## src/rtl/kernel_stream_bridge.sv

```systemverilog
// Stream bridge for a fixed-latency, globally stalled kernel: joins two input
// streams, tracks token validity through the kernel and buffers results.
module kernel_stream_bridge #(
    parameter int unsigned DATAW      = 32,
    parameter int unsigned PIPE_LAT   = 2,
    parameter int unsigned FIFO_DEPTH = 4,
    parameter int unsigned CNTW       = 16
) (
    input  logic             clk,
    input  logic             rst,
    input  logic             start,
    input  logic [CNTW-1:0]  n_elems,
    output logic             done,
    output logic             busy,
    input  logic [DATAW-1:0] s0_data,
    input  logic             s0_valid,
    output logic             s0_ready,
    input  logic [DATAW-1:0] s1_data,
    input  logic             s1_valid,
    output logic             s1_ready,
    output logic [DATAW-1:0] k_vin0,
    output logic [DATAW-1:0] k_vin1,
    input  logic [DATAW-1:0] k_vout,
    output logic             stall,
    output logic [DATAW-1:0] m_data,
    output logic             m_valid,
    input  logic             m_ready
);

    localparam int unsigned PTRW = $clog2(FIFO_DEPTH);
    localparam int unsigned CW   = PTRW + 1;

    typedef enum logic [1:0] {
        S_IDLE  = 2'd0,
        S_RUN   = 2'd1,
        S_DRAIN = 2'd2,
        S_DONE  = 2'd3
    } state_t;

    state_t              state_q, state_d;
    logic [CNTW-1:0]     n_q, n_d;
    logic [CNTW-1:0]     issued_q, issued_d;
    logic [CNTW-1:0]     retired_q, retired_d;
    logic [PIPE_LAT-1:0] vld_q, vld_d;
    logic [PTRW-1:0]     wr_ptr_q, wr_ptr_d;
    logic [PTRW-1:0]     rd_ptr_q, rd_ptr_d;
    logic [CW-1:0]       count_q, count_d;
    logic [DATAW-1:0]    mem_q [FIFO_DEPTH];

    logic exit_vld;
    logic fifo_full;
    logic fifo_empty;
    logic fire;
    logic push;
    logic pop;

    // Handshake and stall decode, all from registered state plus stream inputs
    always_comb begin
        exit_vld   = vld_q[PIPE_LAT-1];
        fifo_full  = (count_q == CW'(FIFO_DEPTH));
        fifo_empty = (count_q == CW'(0));
        stall      = exit_vld & fifo_full;
        fire       = (state_q == S_RUN) & s0_valid & s1_valid & ~stall
                     & (issued_q < n_q);
        push       = exit_vld & ~stall;
        pop        = ~fifo_empty & m_ready;
    end

    assign s0_ready = fire;
    assign s1_ready = fire;
    assign k_vin0   = s0_data;
    assign k_vin1   = s1_data;
    assign m_valid  = ~fifo_empty;
    assign m_data   = mem_q[rd_ptr_q];
    assign busy     = (state_q == S_RUN) | (state_q == S_DRAIN);
    assign done     = (state_q == S_DONE);

    // Validity shadow of the kernel pipeline; frozen together with the kernel
    always_comb begin
        vld_d = vld_q;
        if (!stall) begin
            vld_d = (vld_q << 1) | PIPE_LAT'(fire);
        end
    end

    // Output buffer pointers and occupancy
    always_comb begin
        wr_ptr_d = wr_ptr_q;
        rd_ptr_d = rd_ptr_q;
        count_d  = count_q;
        if (push) begin
            wr_ptr_d = wr_ptr_q + PTRW'(1);
        end
        if (pop) begin
            rd_ptr_d = rd_ptr_q + PTRW'(1);
        end
        case ({push, pop})
            2'b10:   count_d = count_q + CW'(1);
            2'b01:   count_d = count_q - CW'(1);
            default: count_d = count_q;
        endcase
    end

    // Run sequencer: DONE is entered in the cycle right after the final pop
    always_comb begin
        state_d   = state_q;
        n_d       = n_q;
        issued_d  = issued_q;
        retired_d = retired_q;
        case (state_q)
            S_IDLE: begin
                if (start) begin
                    n_d       = n_elems;
                    issued_d  = '0;
                    retired_d = '0;
                    state_d   = (n_elems == '0) ? S_DONE : S_RUN;
                end
            end
            S_RUN: begin
                if (fire) begin
                    issued_d = issued_q + CNTW'(1);
                end
                if (pop) begin
                    retired_d = retired_q + CNTW'(1);
                end
                if (issued_q == n_q) begin
                    state_d = S_DRAIN;
                end
            end
            S_DRAIN: begin
                if (pop) begin
                    retired_d = retired_q + CNTW'(1);
                end
                if (retired_d == n_q) begin
                    state_d = S_DONE;
                end
            end
            S_DONE: begin
                state_d = S_IDLE;
            end
            default: begin
                state_d = S_IDLE;
            end
        endcase
    end

    always_ff @(posedge clk) begin
        if (rst) begin
            state_q   <= S_IDLE;
            n_q       <= '0;
            issued_q  <= '0;
            retired_q <= '0;
            vld_q     <= '0;
            wr_ptr_q  <= '0;
            rd_ptr_q  <= '0;
            count_q   <= '0;
        end else begin
            state_q   <= state_d;
            n_q       <= n_d;
            issued_q  <= issued_d;
            retired_q <= retired_d;
            vld_q     <= vld_d;
            wr_ptr_q  <= wr_ptr_d;
            rd_ptr_q  <= rd_ptr_d;
            count_q   <= count_d;
        end
    end

    // Result storage needs no reset; occupancy alone defines what is valid
    always_ff @(posedge clk) begin
        if (push) begin
            mem_q[wr_ptr_q] <= k_vout;
        end
    end

endmodule

```

## config.mk

```make
export PLATFORM = sky130hd
export DESIGN_NAME = kernel_stream_bridge
export DESIGN_NICKNAME = d
export VERILOG_FILES = /design/src/rtl/kernel_stream_bridge.sv
export SDC_FILE = /design/constraint.sdc
export NUM_CORES = 1
export LEC_CHECK = 0
export ABC_AREA = 1
export BUFFER_PORTS_ARGS = -buffer_cell sky130_fd_sc_hd__buf_2
export CORE_ASPECT_RATIO = 1.4
export CORE_MARGIN = 2
export CORE_UTILIZATION = 56
export DETAILED_ROUTE_END_ITERATION = 6
export GPL_TIMING_DRIVEN = 0
export HOLD_SLACK_MARGIN = 0.06
export PLACE_DENSITY = 0.88
export SLEW_MARGIN = 10
export SYNTH_ARGS = -nofsm -noshare
export SYNTH_HDL_FRONTEND = slang
export SYNTH_SLANG_ARGS = --single-unit
```

## constraint.sdc

```tcl
create_clock -name clk -period 4.2 [get_ports clk]
set_clock_uncertainty 0.15 [all_clocks]
set_input_delay 0 -clock clk [delete_from_list [all_inputs] [get_ports clk]]
set_output_delay 0 -clock clk [all_outputs]
set_load 0.01 [all_outputs]
```

### After elaboration in Yosys (flattened, before gate mapping)

Memories as Yosys holds them, arrays and structs flattened. A register that Yosys moved wholly into a read port is not among the register bits.
Index checks and enable logic that the tools add are counted.

* $add $sub $neg: 6
* order comparisons: 1
* equality and inequality tests: 12
* muxes and demuxes: 16
* bitwise gates (word level): 11
* reductions and logical operators: 10

Operator list (number)
* 16-bit two-way mux: 4
* 16-bit one-hot mux with 3 select lines: 1
* 16-bit by 1-bit adder with 16-bit output, second input constant: 2
* 16-bit equality test: 2
* 16-bit one-hot mux with 2 select lines: 1
* 16-bit logical NOT: 1
* 16-bit less-than comparator: 1
* 2-bit two-way mux: 6
* 2-bit one-hot mux with 4 select lines: 1
* 1-bit bitwise AND: 7
* 2-bit equality test, second input constant: 3
* 3-bit one-hot mux with 2 select lines: 1
* 3-bit AND reduction: 2
* 2-bit by 1-bit adder with 2-bit output, second input constant: 2
* 2-bit by 1-bit equality test with 1-bit output, second input constant: 2
* 2-bit by 1-bit inequality test with 1-bit output, second input constant: 2
* 2-bit inequality test, second input constant: 2
* 2-bit AND reduction: 2
* 2-bit nonzero test: 2
* 3-bit by 1-bit adder with 3-bit output, second input constant: 1
* 3-bit equality test, second input constant: 1
* 3-bit logical NOT: 1
* 3-bit nonzero test: 1
* 3-bit by 1-bit subtractor with 3-bit output, second input constant: 1
* 5 further kinds: 7

* register bits: 59
* RAM bits: 128
* word-level logic and storage cells: 65
* memories kept: 1

Memories
* mem_q: depth 4, bits a word 32, rd ports 1, clocked after Yosys merged registers in 1, write ports 1, line 48 `logic [DATAW-1:0] mem_q [FIFO_DEPTH];`

### Longest topological paths before layout

Gate-level depths: netlist of the first run.

* word-level depth: 8
* mapped depth: 17
* mapped depth without buffers: 17

### Worst setup path before layout of the first run

Ideal clock, no wire load.

* path type: reg-to-reg
* start point: register count_q[0]
* end point: memory mem_q[0][0] (enable)
* library setup time: 0.421 ns
* arrival time: 2.048 ns
* data required time: 3.629 ns
* setup slack: 1.581 ns
* stages on the path, launching flop included: 5
* buffers on the path: 0
* period minus slack after synthesis: 2.619 ns
* path through: dfxtp_1 -> nor2_2 -> nand2_1 -> nand2_1 -> nor2_1

* cells in the longest elaborated chain, start to end: 6

RTL lines
* start: declaration: line 47 `logic [CW-1:0] count_q, count_d;`
* start signal: assignment: line 165 `count_q <= count_d;`
* 3-bit equality test: line 60 `fifo_full = (count_q == CW'(FIFO_DEPTH));`
* 1-bit bitwise AND: line 62 `stall = exit_vld & fifo_full;`
* 1-bit NOT: line 65 `push = exit_vld & ~stall;`
* 1-bit bitwise AND: line 65
* 1-bit two-way mux: line 171 `if (push) begin`
* 1-bit two-way mux (not written as such): line 172 `mem_q[wr_ptr_q] <= k_vout;`
* end: declaration: line 48

No other way between the ends.

### Worst setup path after layout of the first run

* start point: register state_q[1]
* end point: register issued_q[1]

* cells in the longest elaborated chain, start to end: 7
* elaborated cells on any way between the ends: 11

RTL lines
* start: declaration: line 40 `state_t state_q, state_d;`
* start signal: assignment: line 158 `state_q <= state_d;`
* 2-bit by 1-bit equality test with 1-bit output: line 63, 110
* 1-bit bitwise AND (3 in series): line 63 `fire = (state_q == S_RUN) & s0_valid & s1_valid & ~stall`
* 1-bit bitwise AND: line 64 `& (issued_q < n_q);`
* 2-bit inequality test (no line)
* 3-bit AND reduction (no line)
* end signal: assignment: line 160 `issued_q <= issued_d;`
* end: declaration: line 42 `logic [CNTW-1:0] issued_q, issued_d;`

Several ways; a longest one is shown, not always the timed one.
A chain may end at the register's enable or synchronous reset.

==> impl_metrics.ini, run 1 <==
[timing]
finalWorstPathRequiredPeriod_ns = 3.63
rsz0062_at_grt = false
worst_slew_margin_rel = 0.542
setup-violations-final = 0
hold_viol = 0
final_tns_setup_ns = 0
fmax_mhz = 275
final_critical_path_setup_slack_ns = 0.566
tightestPinTransition_ns = 0.684
final_worst_path_cycle_share = 0.865
finalMaxSlewViolations = 0
fin_hold_ws_ns = 0.0558

[finish]
layout-area-overhead-vs-synth_pct = 31.4
multiInputGateArea_um2 = 3240
regArea_um2 = 5060
finalNonFillerCells = 1493
fillerInstances = 1045
layout-drive-gt1-share = 0.217
antennaDiodeCount = 0
nNetsFinal = 1427

[synthesis]
count_of_flip_flops_with_a_built_in_enable_after_synthesis = 128
post_synth_num_cell_types = 41
synth-seq-cells = 189
post_synth.cell_area_avg_um2 = 9.31
netlist_top_cells_area = sky130_fd_sc_hd__edfxtp_1 42%, sky130_fd_sc_hd__dfxtp_1 13%, sky130_fd_sc_hd__nand2_1 6.5%, sky130_fd_sc_hd__buf_4 5.4%, sky130_fd_sc_hd__o21ai_0 5.0%
ys_warn_count = 0
sequential_cell_area_fraction_in_the_yosys_report = 0.551
async_sr_flop_fraction = 0
synth_top_cell_area_share = 0.418
synth_top_area_cell = sky130_fd_sc_hd__edfxtp_1
postSynthCellCount = 988
synth.cell_area_um2 = 9200
count_leader_synth = sky130_fd_sc_hd__nand2_1
syn_nets = 1134
synth.top_cells.by_count = 160 x sky130_fd_sc_hd__nand2_1, 128 x sky130_fd_sc_hd__edfxtp_1, 114 x sky130_fd_sc_hd__nor2_1
synth_ff_type = sky130_fd_sc_hd__edfxtp_1

[place]
number_of_cells_in_the_design_after_placement = 1345
gpl.final_weighted_congestion = 0.982
dp_worst_setup_slack_ns = 1.67
place.detailed.hpwl_um = 17900
port_buffers = 154

[setup_path]
worst_setup_path_end_kind = register
arrival_ns = 3.81
reg2reg_slack_ns = 0.57
cp_max_fo = 8
worstReg2RegStart = state_q[1]$_SDFFE_PP0P_
cp_cell_sequence = inv_1, ha_1, inv_2, nor2_2, nand4_1, dlygate4sd3_1, a211o_1, nor2_2, nand2_2, o21ai_4, nand2_4, a21oi_1, nor3_1, dlygate4sd3_1
setup.worst_path.end = issued_q[1]$_SDFFE_PP0P_
worst_setup_path_start_kind = register
critical_path_required_ns = 4.37
timing_worst_setup_path_type = reg2reg
critPathSlowestCell = sky130_fd_sc_hd__dlygate4sd3_1
rr_endpoint = issued_q[1]$_SDFFE_PP0P_
cpPeakStageDelay_ns = 0.58
reg2regPathDepth = 14
crit_path_start = state_q[1]$_SDFFE_PP0P_

[run]
max-cap-violations = 0

[global_route]
global_route_wire_length_before_repair_um = 43900
gr-total-overflow = 0
via_count_of_the_first_global_routing_pass = 8579
grt_start_max_net_pins = 25
groute.usage.overall = 0.324
antenna_violations_before_repair = 0

[detailed_routing]
route.antenna.remaining_nets = 0
drtIter0Drc = 954
route.detailed.vias_per_inst = 5.74
remaining_drc_errors = 0
detail_route.wl_per_cell_um = 19.3
finalWirelength_um = 28800
vias = 8568
drt_pre_antenna_iters = 5

[pwr]
power.ir.vdd_worst_uv = 450
cellPowerDensity_nw_per_um2 = 450
p_leak_nw = 4.78
total_power_w = 0.00544

[clock_network]
ctsResizeCount = 0
cts_max_level = 4
cts_num_sinks = 189
insertion_delay_ns = 0.45
clockRootBuffer = sky130_fd_sc_hd__clkbuf_16
cts_hold_repair.buffers = 116
cts_buffer_depth = 2
tritoncts.num_buffers = 17
clkSlewWorstSetupHoldPaths_ns = 0.08
clock_tree_from_tritoncts = built
postCtsSetupRepairBufs = 0

[floorplanning]
placement_rows = 55
initial_core_util = 0.571
die_width_um = 112
area_of_the_die_um2 = 17500
design.core.area_um2 = 16100
floorplan.die.height_um = 156
top_level_ports = 220

[outcome]
run_status = complete, no violations

[min_path]
worst_hold_path_type = in2out
-- registers in the layout (all words and copies together) (netlist names), named ones only --
name / count
issued_q: 16
state_q: 2
mem_q: 128
count_q: 3
n_q: 16
rd_ptr_q: 2
wr_ptr_q: 2
retired_q: 16
vld_q: 2
-- area by class of cell --
type | instances | share of cell area
repair buffers | 274 | 0.168
plain buffers | 101 | 0.0538
clock buffers | 17 | 0.0352
clock inverters | 15 | 0.0133
well taps | 199 | 0.0206
inverters | 73 | 0.0227
multi-input cells | 625 | 0.268
flip-flops and latches | 189 | 0.419
-- logic make-up (layout without fill, tap and decap cells) --
kind of cell             Yosys count  in the layout  synth area share
adder cells (fa/ha/maj)           28             28            0.0389
AND/OR/NAND/NOR                  377            377             0.175
flip-flops                       189            189             0.551
AO/OA/AOI/OAI                    206            206             0.122
buffers and inverters            174            480             0.101
XOR/XNOR                          14             14            0.0133
-- per-layer routing --
metal | global-route usage | share of wire | up-vias
met5 | 0 | 0 | -
met4 | 0.187 | 0.053 | 0
met3 | 0.0734 | 0.077 | 125
met2 | 0.587 | 0.53 | 533
met1 | 0.344 | 0.34 | 3986
li1 | - | - | 3924
-- power by group --
group	internal [W]	switching, W	total (W)
logic	0.000592	0.00112	0.00171
clock network	0.000798	0.000802	0.00160
registers	0.00207	0.0000677	0.00213
-- critical path: cells and delay by family (launching register included) --
| family | cells | cell delay (ns) |
|---|---|---|
| AO/OA/AOI/OAI | 3 | 0.59 |
| adder cells (fa/ha/maj) | 1 | 0.35 |
| buffers and inverters | 4 | 1.37 |
| flip-flops | 1 | 0.34 |
| AND/OR/NAND/NOR | 6 | 0.70 |
-- cell usage in the layout (no fill, tap or decap), types with 3 or more instances in the layout --
cell type,count
sky130_fd_sc_hd__nand2_1,160
sky130_fd_sc_hd__buf_2,155
sky130_fd_sc_hd__edfxtp_1,128
sky130_fd_sc_hd__dlygate4sd3_1,116
sky130_fd_sc_hd__nor2_1,110
sky130_fd_sc_hd__o21ai_0,91
sky130_fd_sc_hd__inv_1,68
sky130_fd_sc_hd__buf_4,66
sky130_fd_sc_hd__a21oi_1,65
sky130_fd_sc_hd__nand3_1,61
sky130_fd_sc_hd__dfxtp_1,61
sky130_fd_sc_hd__o22ai_1,32
sky130_fd_sc_hd__clkbuf_1,28
sky130_fd_sc_hd__ha_1,27
sky130_fd_sc_hd__clkbuf_16,17
sky130_fd_sc_hd__xor2_1,12
sky130_fd_sc_hd__nand4_1,11
sky130_fd_sc_hd__nor2_2,8
sky130_fd_sc_hd__nor3_1,7
sky130_fd_sc_hd__o21ai_1,6
sky130_fd_sc_hd__nor2_4,5
sky130_fd_sc_hd__nor4_1,5
sky130_fd_sc_hd__inv_8,5
sky130_fd_sc_hd__clkinv_1,4
sky130_fd_sc_hd__nand3b_1,4
sky130_fd_sc_hd__buf_1,3
sky130_fd_sc_hd__buf_6,3
sky130_fd_sc_hd__clkinv_8,3
sky130_fd_sc_hd__inv_6,3
-- how the worst min path moves through the flow --
stage	start	to	depth (start not counted)	slack (ns)
6_report	s0_data[27]	k_vin0[27]	2	0.06
4_1_cts	s0_data[27]	k_vin0[27]	2	0.06
5_1_grt	s0_data[27]	k_vin0[27]	2	0.06
3_3_place_gp	s0_data[13]	k_vin0[13]	2	0.03
2_1_floorplan	s0_data[0]	k_vin0[0]	1	-0.06
3_5_place_dp	s0_data[8]	k_vin0[8]	2	0.03
-- metrics by stage --
stage               cell area, µm²   util
floorplan                     9200      -
global placement             10200  0.634
detailed placement           10300  0.642
CTS                          12100  0.751
global route                 12100  0.751
finish                       12100  0.751
(Power assumes the default switching activity.)
==> run 2: changes to the inputs <==
- ABC_AREA: 1 -> unset
==> run 2 against run 1 <==
Compared with the run above: highest routed layer unchanged; register-to-register slack better by 0.35 ns; wire length fell by 21%; final cell count is 18% lower; sequential power shrank 3%; utilization increased by 0.71 points; non-clock buffer count is 2 higher; design area fell by 1.7%; combinational power shrank 48%.
==> impl_metrics.ini, run 2 <==
[detailed_routing]
drtIter0Drc = 407
route.detailed.vias_per_inst = 5.60
route.antenna.remaining_nets = 0
vias = 6897
detail_route.wl_per_cell_um = 18.6
finalWirelength_um = 22900
remaining_drc_errors = 0
drt_pre_antenna_iters = 6

[timing]
hold_viol = 0
worst_slew_margin_rel = 0.426
rsz0062_at_grt = false
fmax_mhz = 304
final_tns_setup_ns = 0
tightestPinTransition_ns = 0.861
finalWorstPathRequiredPeriod_ns = 3.29
final_worst_path_cycle_share = 0.783
setup-violations-final = 0
finalMaxSlewViolations = 0

[setup_path]
cp_max_fo = 5
timing_worst_setup_path_type = reg2reg
crit_path_start = n_q[11]$_SDFFE_PP0P_
critical_path_required_ns = 4.40
worst_setup_path_start_kind = register
worst_setup_path_end_kind = register
arrival_ns = 3.49
worstReg2RegStart = n_q[11]$_SDFFE_PP0P_

[synthesis]
async_sr_flop_fraction = 0
count_of_flip_flops_with_a_built_in_enable_after_synthesis = 128
netlist_top_cells_area = sky130_fd_sc_hd__edfxtp_1 43%, sky130_fd_sc_hd__dfxtp_1 14%, sky130_fd_sc_hd__mux4_2 8.0%, sky130_fd_sc_hd__buf_4 5.4%, sky130_fd_sc_hd__ha_1 3.8%
synth_top_area_cell = sky130_fd_sc_hd__edfxtp_1
postSynthCellCount = 722
synth.cell_area_um2 = 8990
sequential_cell_area_fraction_in_the_yosys_report = 0.563
synth-seq-cells = 189
count_leader_synth = sky130_fd_sc_hd__edfxtp_1
ys_warn_count = 0
synth_top_cell_area_share = 0.427
synth.top_cells.by_count = 128 x sky130_fd_sc_hd__edfxtp_1, 65 x sky130_fd_sc_hd__buf_4, 61 x sky130_fd_sc_hd__dfxtp_1
syn_nets = 868
post_synth_num_cell_types = 60
synth_ff_type = sky130_fd_sc_hd__edfxtp_1
post_synth.cell_area_avg_um2 = 12.5

[clock_network]
clock_tree_from_tritoncts = built
postCtsSetupRepairBufs = 0
clkSlewWorstSetupHoldPaths_ns = 0.08
cts_buffer_depth = 2
insertion_delay_ns = 0.43
tritoncts.num_buffers = 17
ctsResizeCount = 0
clockRootBuffer = sky130_fd_sc_hd__clkbuf_16
cts_hold_repair.buffers = 126
cts_num_sinks = 189
cts_max_level = 4

[floorplanning]
placement_rows = 54
top_level_ports = 220
die_width_um = 111
design.core.area_um2 = 15700
area_of_the_die_um2 = 17100
initial_core_util = 0.574
floorplan.die.height_um = 154

[outcome]
run_status = complete, no violations

[finish]
layout-area-overhead-vs-synth_pct = 32.1
multiInputGateArea_um2 = 3200
finalNonFillerCells = 1231
largest_register_ffs = 128
antennaDiodeCount = 0
final_cell_mix = 159 x sky130_fd_sc_hd__buf_2, 128 x sky130_fd_sc_hd__edfxtp_1, 126 x sky130_fd_sc_hd__dlygate4sd3_1
regArea_um2 = 5060
registers.top_by_ff_count = mem_q
fillerInstances = 966
layout.cells.most_common = sky130_fd_sc_hd__buf_2
nNetsFinal = 1168
layout-drive-gt1-share = 0.299

[pwr]
seq_power_share = 0.454
power.net_switching_w = 0.00133
p_sw_frac = 0.292
share_comb_of_total_power = 0.195
cellPowerDensity_nw_per_um2 = 384
power_frac_clock = 0.351
power.ir.vdd_worst_uv = 273
p_int_w = 0.00323
p_leak_nw = 4.54

[place]
port_buffers = 155
number_of_cells_in_the_design_after_placement = 1073
gpl.final_weighted_congestion = 0.965
place.detailed.hpwl_um = 14100

[global_route]
antenna_violations_before_repair = 0
grt_start_max_net_pins = 33
via_count_of_the_first_global_routing_pass = 7054
gr-total-overflow = 0
groute.usage.overall = 0.272
global_route_wire_length_before_repair_um = 36700

[min_path]
worst_hold_path_type = in2reg
worstHoldStart = s1_valid

[run]
max-cap-violations = 0
run 2: cell types whose count changed after synthesis, sizes merged, moves of 15 or more:
cell	delta
o21ai	-74
o22ai	-32
nor2	-87
inv	-38
xnor2	+19
nand2	-107
mux4	+32
nand3	-46
a21oi	-15
run 2: logic make-up (layout without fill, tap and decap cells):
logic type,Yosys count,after routing,share of synthesized area
AND/OR/NAND/NOR,196,196,0.116
AO/OA/AOI/OAI,116,116,0.0857
buffers and inverters,128,441,0.0820
flip-flops,189,189,0.563
adder cells (fa/ha/maj),28,28,0.0398
XOR/XNOR,29,29,0.0282
multiplexers,36,36,0.0846
run 2: area by class of cell:
cell class / count / area share
multi-input combinational: 405 / 0.269
inverter: 32 / 0.0101
clock buffer: 18 / 0.0361
timing repair buffer: 281 / 0.172
tap: 196 / 0.0206
buffer: 96 / 0.0519
sequential: 189 / 0.426
clock inverter: 14 / 0.0141
run 2: per-stage QoR:
step	total power (W)	instance area (µm²)	hold slack (ns)	utilization	setup slack, ns
after floorplan	0.00261	8990	-0.0582	-	1.41
after global placement	0.00284	10000	0.0343	0.639	0.980
after detailed placement	0.00286	10000	0.0345	0.639	0.961
after CTS	0.00454	11900	0.0872	0.758	0.920
after global routing	0.00473	11900	0.126	0.758	0.663
final	0.00456	11900	0.0963	0.758	0.912
run 2: critical path: stages (launching register included):
cell	delay (ns)
sky130_fd_sc_hd__dfxtp_1	0.45
sky130_fd_sc_hd__inv_1	0.11
sky130_fd_sc_hd__ha_1	0.32
sky130_fd_sc_hd__nand4_1	0.13
sky130_fd_sc_hd__o41ai_2	0.47
sky130_fd_sc_hd__nand2_1	0.19
sky130_fd_sc_hd__a2111oi_4	0.33
sky130_fd_sc_hd__o2111ai_1	0.19
sky130_fd_sc_hd__a2111oi_2	0.44
sky130_fd_sc_hd__a32oi_1	0.17
sky130_fd_sc_hd__a211oi_2	0.25
run 2: power by group through the flow:
stage | logic (W) | clock network, W | registers (W)
after floorplan | 0.000520 | 0 | 0.00209
after global placement | 0.000735 | 0 | 0.00211
after detailed placement | 0.000748 | 0 | 0.00211
after CTS | 0.000864 | 0.00161 | 0.00207
after global routing | 0.000967 | 0.00169 | 0.00207
final | 0.000889 | 0.00160 | 0.00207
run 2: final timing paths:
kind	end	slack [ns]	cells after the start
worst max-delay path	state_q[0]$_SDFFE_PP0P_	0.91	10
worst min-delay path	issued_q[0]$_SDFFE_PP0P_	0.1	5
worst max register to register	state_q[0]$_SDFFE_PP0P_	0.91	10
worst min register to register	n_q[7]$_SDFFE_PP0P_	0.31	2
run 2: metal layers:
| layer | vias to the layer above | routed length (µm) | global-route usage |
|---|---|---|---|
| li1 | 3205 | - | - |
| met1 | 3324 | 8310 | 0.308 |
| met2 | 285 | 12300 | 0.485 |
| met3 | 83 | 1160 | 0.0505 |
| met4 | 0 | 1090 | 0.146 |
| met5 | - | 0 | 0 |
==> run 3: changes to the inputs <==
- CORE_UTILIZATION: 56 -> 49
- PLACE_DENSITY: 0.88 -> 0.82
- clock period: 4.2 -> 2.75 ns (I/O delays scaled with it)
==> run 3 against run 2 <==
Compared with the run above: critical path depth did not move; combinational power rose by 77%; worst setup slack got worse by 0.88 ns; largest cell class unchanged; clock power rose by 53%; register-to-register slack got worse by 0.88 ns; worst hold slack improved by 0.078 ns; via count rose by 2.1%; first-iteration DRC count rose by 40%.
==> impl_metrics.ini, run 3 (synthesis gave the netlist of run 2 again) <==
[place]
port_buffers = 155
place_area_um2 = 10200
number_of_cells_in_the_design_after_placement = 1121
place.detailed.hpwl_um = 14400
gpl.final_weighted_congestion = 0.884

[timing]
setup-violations-final = 0
fin_hold_ws_ns = 0.175
worst_slew_margin_rel = 0.536
hold_viol = 0
fmax_mhz = 369
final_worst_path_cycle_share = 0.987
tightestPinTransition_ns = 0.696
final_tns_setup_ns = 0
finalWorstPathRequiredPeriod_ns = 2.71
finalMaxSlewViolations = 0
rsz0062_at_grt = true

[clock_network]
cts_max_level = 4
insertion_delay_ns = 0.44
cts_buffer_depth = 2
clkSlewWorstSetupHoldPaths_ns = 0.08
cts_num_sinks = 189
tritoncts.num_buffers = 17
clock_tree_from_tritoncts = built
clockRootBuffer = sky130_fd_sc_hd__clkbuf_16

[min_path]
worstHoldStart = k_vout[14]
timing.hold.worst_path_depth = 2
worst_hold_path_type = in2reg
min_delay_worst_endpoint = mem_q[0][14]$_DFFE_PP_

[detailed_routing]
vias = 7044
finalWirelength_um = 22800
remaining_drc_errors = 0
detail_route.wl_per_cell_um = 17.5
drtIter0Drc = 570
drt_pre_antenna_iters = 5
route.antenna.remaining_nets = 0
route.detailed.vias_per_inst = 5.40

[finish]
layout-area-overhead-vs-synth_pct = 39.1
largest_register_ffs = 128
layout-drive-gt1-share = 0.378
finalNonFillerCells = 1304
nNetsFinal = 1197
antennaDiodeCount = 0
layout.cells.most_common = sky130_fd_sc_hd__buf_2
final_cell_mix = 159 x sky130_fd_sc_hd__buf_2, 128 x sky130_fd_sc_hd__edfxtp_1, 125 x sky130_fd_sc_hd__dlygate4sd3_1
registers.top_by_ff_count = mem_q
final_design_area_no_fill_um2 = 12500

[outcome]
run_status = complete, no violations

[setup_path]
reg2regPathDepth = 10
arrival_ns = 2.91
cp.buffers_inverters = 1
critical_path.most_common_cell = sky130_fd_sc_hd__a2111oi_4
critPathSlowestCell = sky130_fd_sc_hd__o41ai_4
worstReg2RegStart = n_q[13]$_SDFFE_PP0P_
reg2reg_slack_ns = 0.04
rr_endpoint = state_q[0]$_SDFFE_PP0P_
timing_worst_setup_path_type = reg2reg
worst_setup_path_end_kind = register
cpPeakStageDelay_ns = 0.43
cp_cell_sequence = inv_1, ha_4, nand4_1, o41ai_4, nand2_2, a2111oi_4, o2111ai_2, a2111oi_4, a32oi_2, a211oi_2
worst_setup_path_start_kind = register
critical_path_required_ns = 2.95
cp_max_fo = 4
timing.critical_path.max_delay_family = compound AO/OA/AOI/OAI gates

[global_route]
gr-total-overflow = 0
via_count_of_the_first_global_routing_pass = 6989
antenna_violations_before_repair = 0
groute.usage.overall = 0.227
grt_start_max_net_pins = 33
global_route_wire_length_before_repair_um = 34400

[run]
max-cap-violations = 0

[floorplanning]
placement_rows = 58
area_of_the_die_um2 = 19500
floorplan.die.height_um = 164
die_width_um = 118
design.core.area_um2 = 18000
initial_core_util = 0.500
top_level_ports = 220

[pwr]
p_leak_nw = 4.76
cellPowerDensity_nw_per_um2 = 573
power.ir.vdd_worst_uv = 431
## run 3: cell count changes in the layout (fill, tap and decap cells not counted), moves of 4 or more
cell | previous run | this run
sky130_fd_sc_hd__inv_2 | 0 | 4
sky130_fd_sc_hd__dfxtp_4 | 0 | 6
sky130_fd_sc_hd__clkbuf_2 | 0 | 4
sky130_fd_sc_hd__ha_1 | 27 | 16
sky130_fd_sc_hd__dfxtp_2 | 0 | 19
sky130_fd_sc_hd__clkbuf_1 | 21 | 16
sky130_fd_sc_hd__buf_4 | 65 | 92
sky130_fd_sc_hd__inv_1 | 32 | 27
sky130_fd_sc_hd__ha_4 | 0 | 10
sky130_fd_sc_hd__dfxtp_1 | 61 | 36
## run 3: power breakdown
group	switching, W	internal, W	leakage (nW)	total, W
combinational	0.000842	0.000726	2.80	0.00157
clock	0.00121	0.00124	0.297	0.00245
sequential	0.0000521	0.00310	1.66	0.00315
## run 3: final cells by class
| type | instances | area [µm²] |
|---|---|---|
| fillers | 1262 | 5490 |
| flip-flops and latches | 189 | 5110 |
| multi-input cells | 405 | 3410 |
| repair buffers | 311 | 2330 |
| plain buffers | 95 | 629 |
| clock buffers | 17 | 425 |
| well taps | 240 | 300 |
| clock inverters | 15 | 183 |
| inverters | 32 | 123 |
## run 3: repair_timing
item | 4_1_cts | 5_1_grt
pin swaps | 14 | 14
hold buffers | 125 | 0
setup buffers | 8 | 18
endpoints found under the hold margin | 227 | 0
cloned | 0 | 1
gates resized for setup | 23 | 62
endpoints found under the setup margin | 18 | 54
## run 3: worst max-delay path by stage
stage,from,end,slack [ns],cells after the start
3_5_place_dp,n_q[6]$_SDFFE_PP0P_,state_q[0]$_SDFFE_PP0P_,-0.61,10
2_1_floorplan,n_q[11]$_SDFFE_PP0P_,state_q[0]$_SDFFE_PP0P_,0.01,10
4_1_cts,n_q[6]$_SDFFE_PP0P_,state_q[0]$_SDFFE_PP0P_,0.0005,10
6_report,n_q[13]$_SDFFE_PP0P_,state_q[0]$_SDFFE_PP0P_,0.04,10
5_1_grt,state_q[0]$_SDFFE_PP0P_,issued_q[0]$_SDFFE_PP0P_,-0.04,9
3_3_place_gp,n_q[11]$_SDFFE_PP0P_,state_q[0]$_SDFFE_PP0P_,-0.58,10
## run 3: stage by stage
stage,total power (W),util,setup WS (ns)
after floorplan,0.00399,-,0.0143
after global placement,0.00434,0.559,-0.577
after detailed placement,0.00437,0.565,-0.606
after CTS,0.00704,0.677,0.000479
after global routing,0.00745,0.695,-0.0438
final,0.00717,0.695,0.0371
## run 3: routing by layer
layer  global-route usage  share of wire  wire [µm]  vias to the layer above
li1                     -              -          -                     3267
met1                0.236           0.35       8080                     3417
met2                0.440           0.56      12800                      293
met3               0.0434          0.049       1110                       67
met4                0.103          0.034        774                        0
met5                    0              0          0                        -
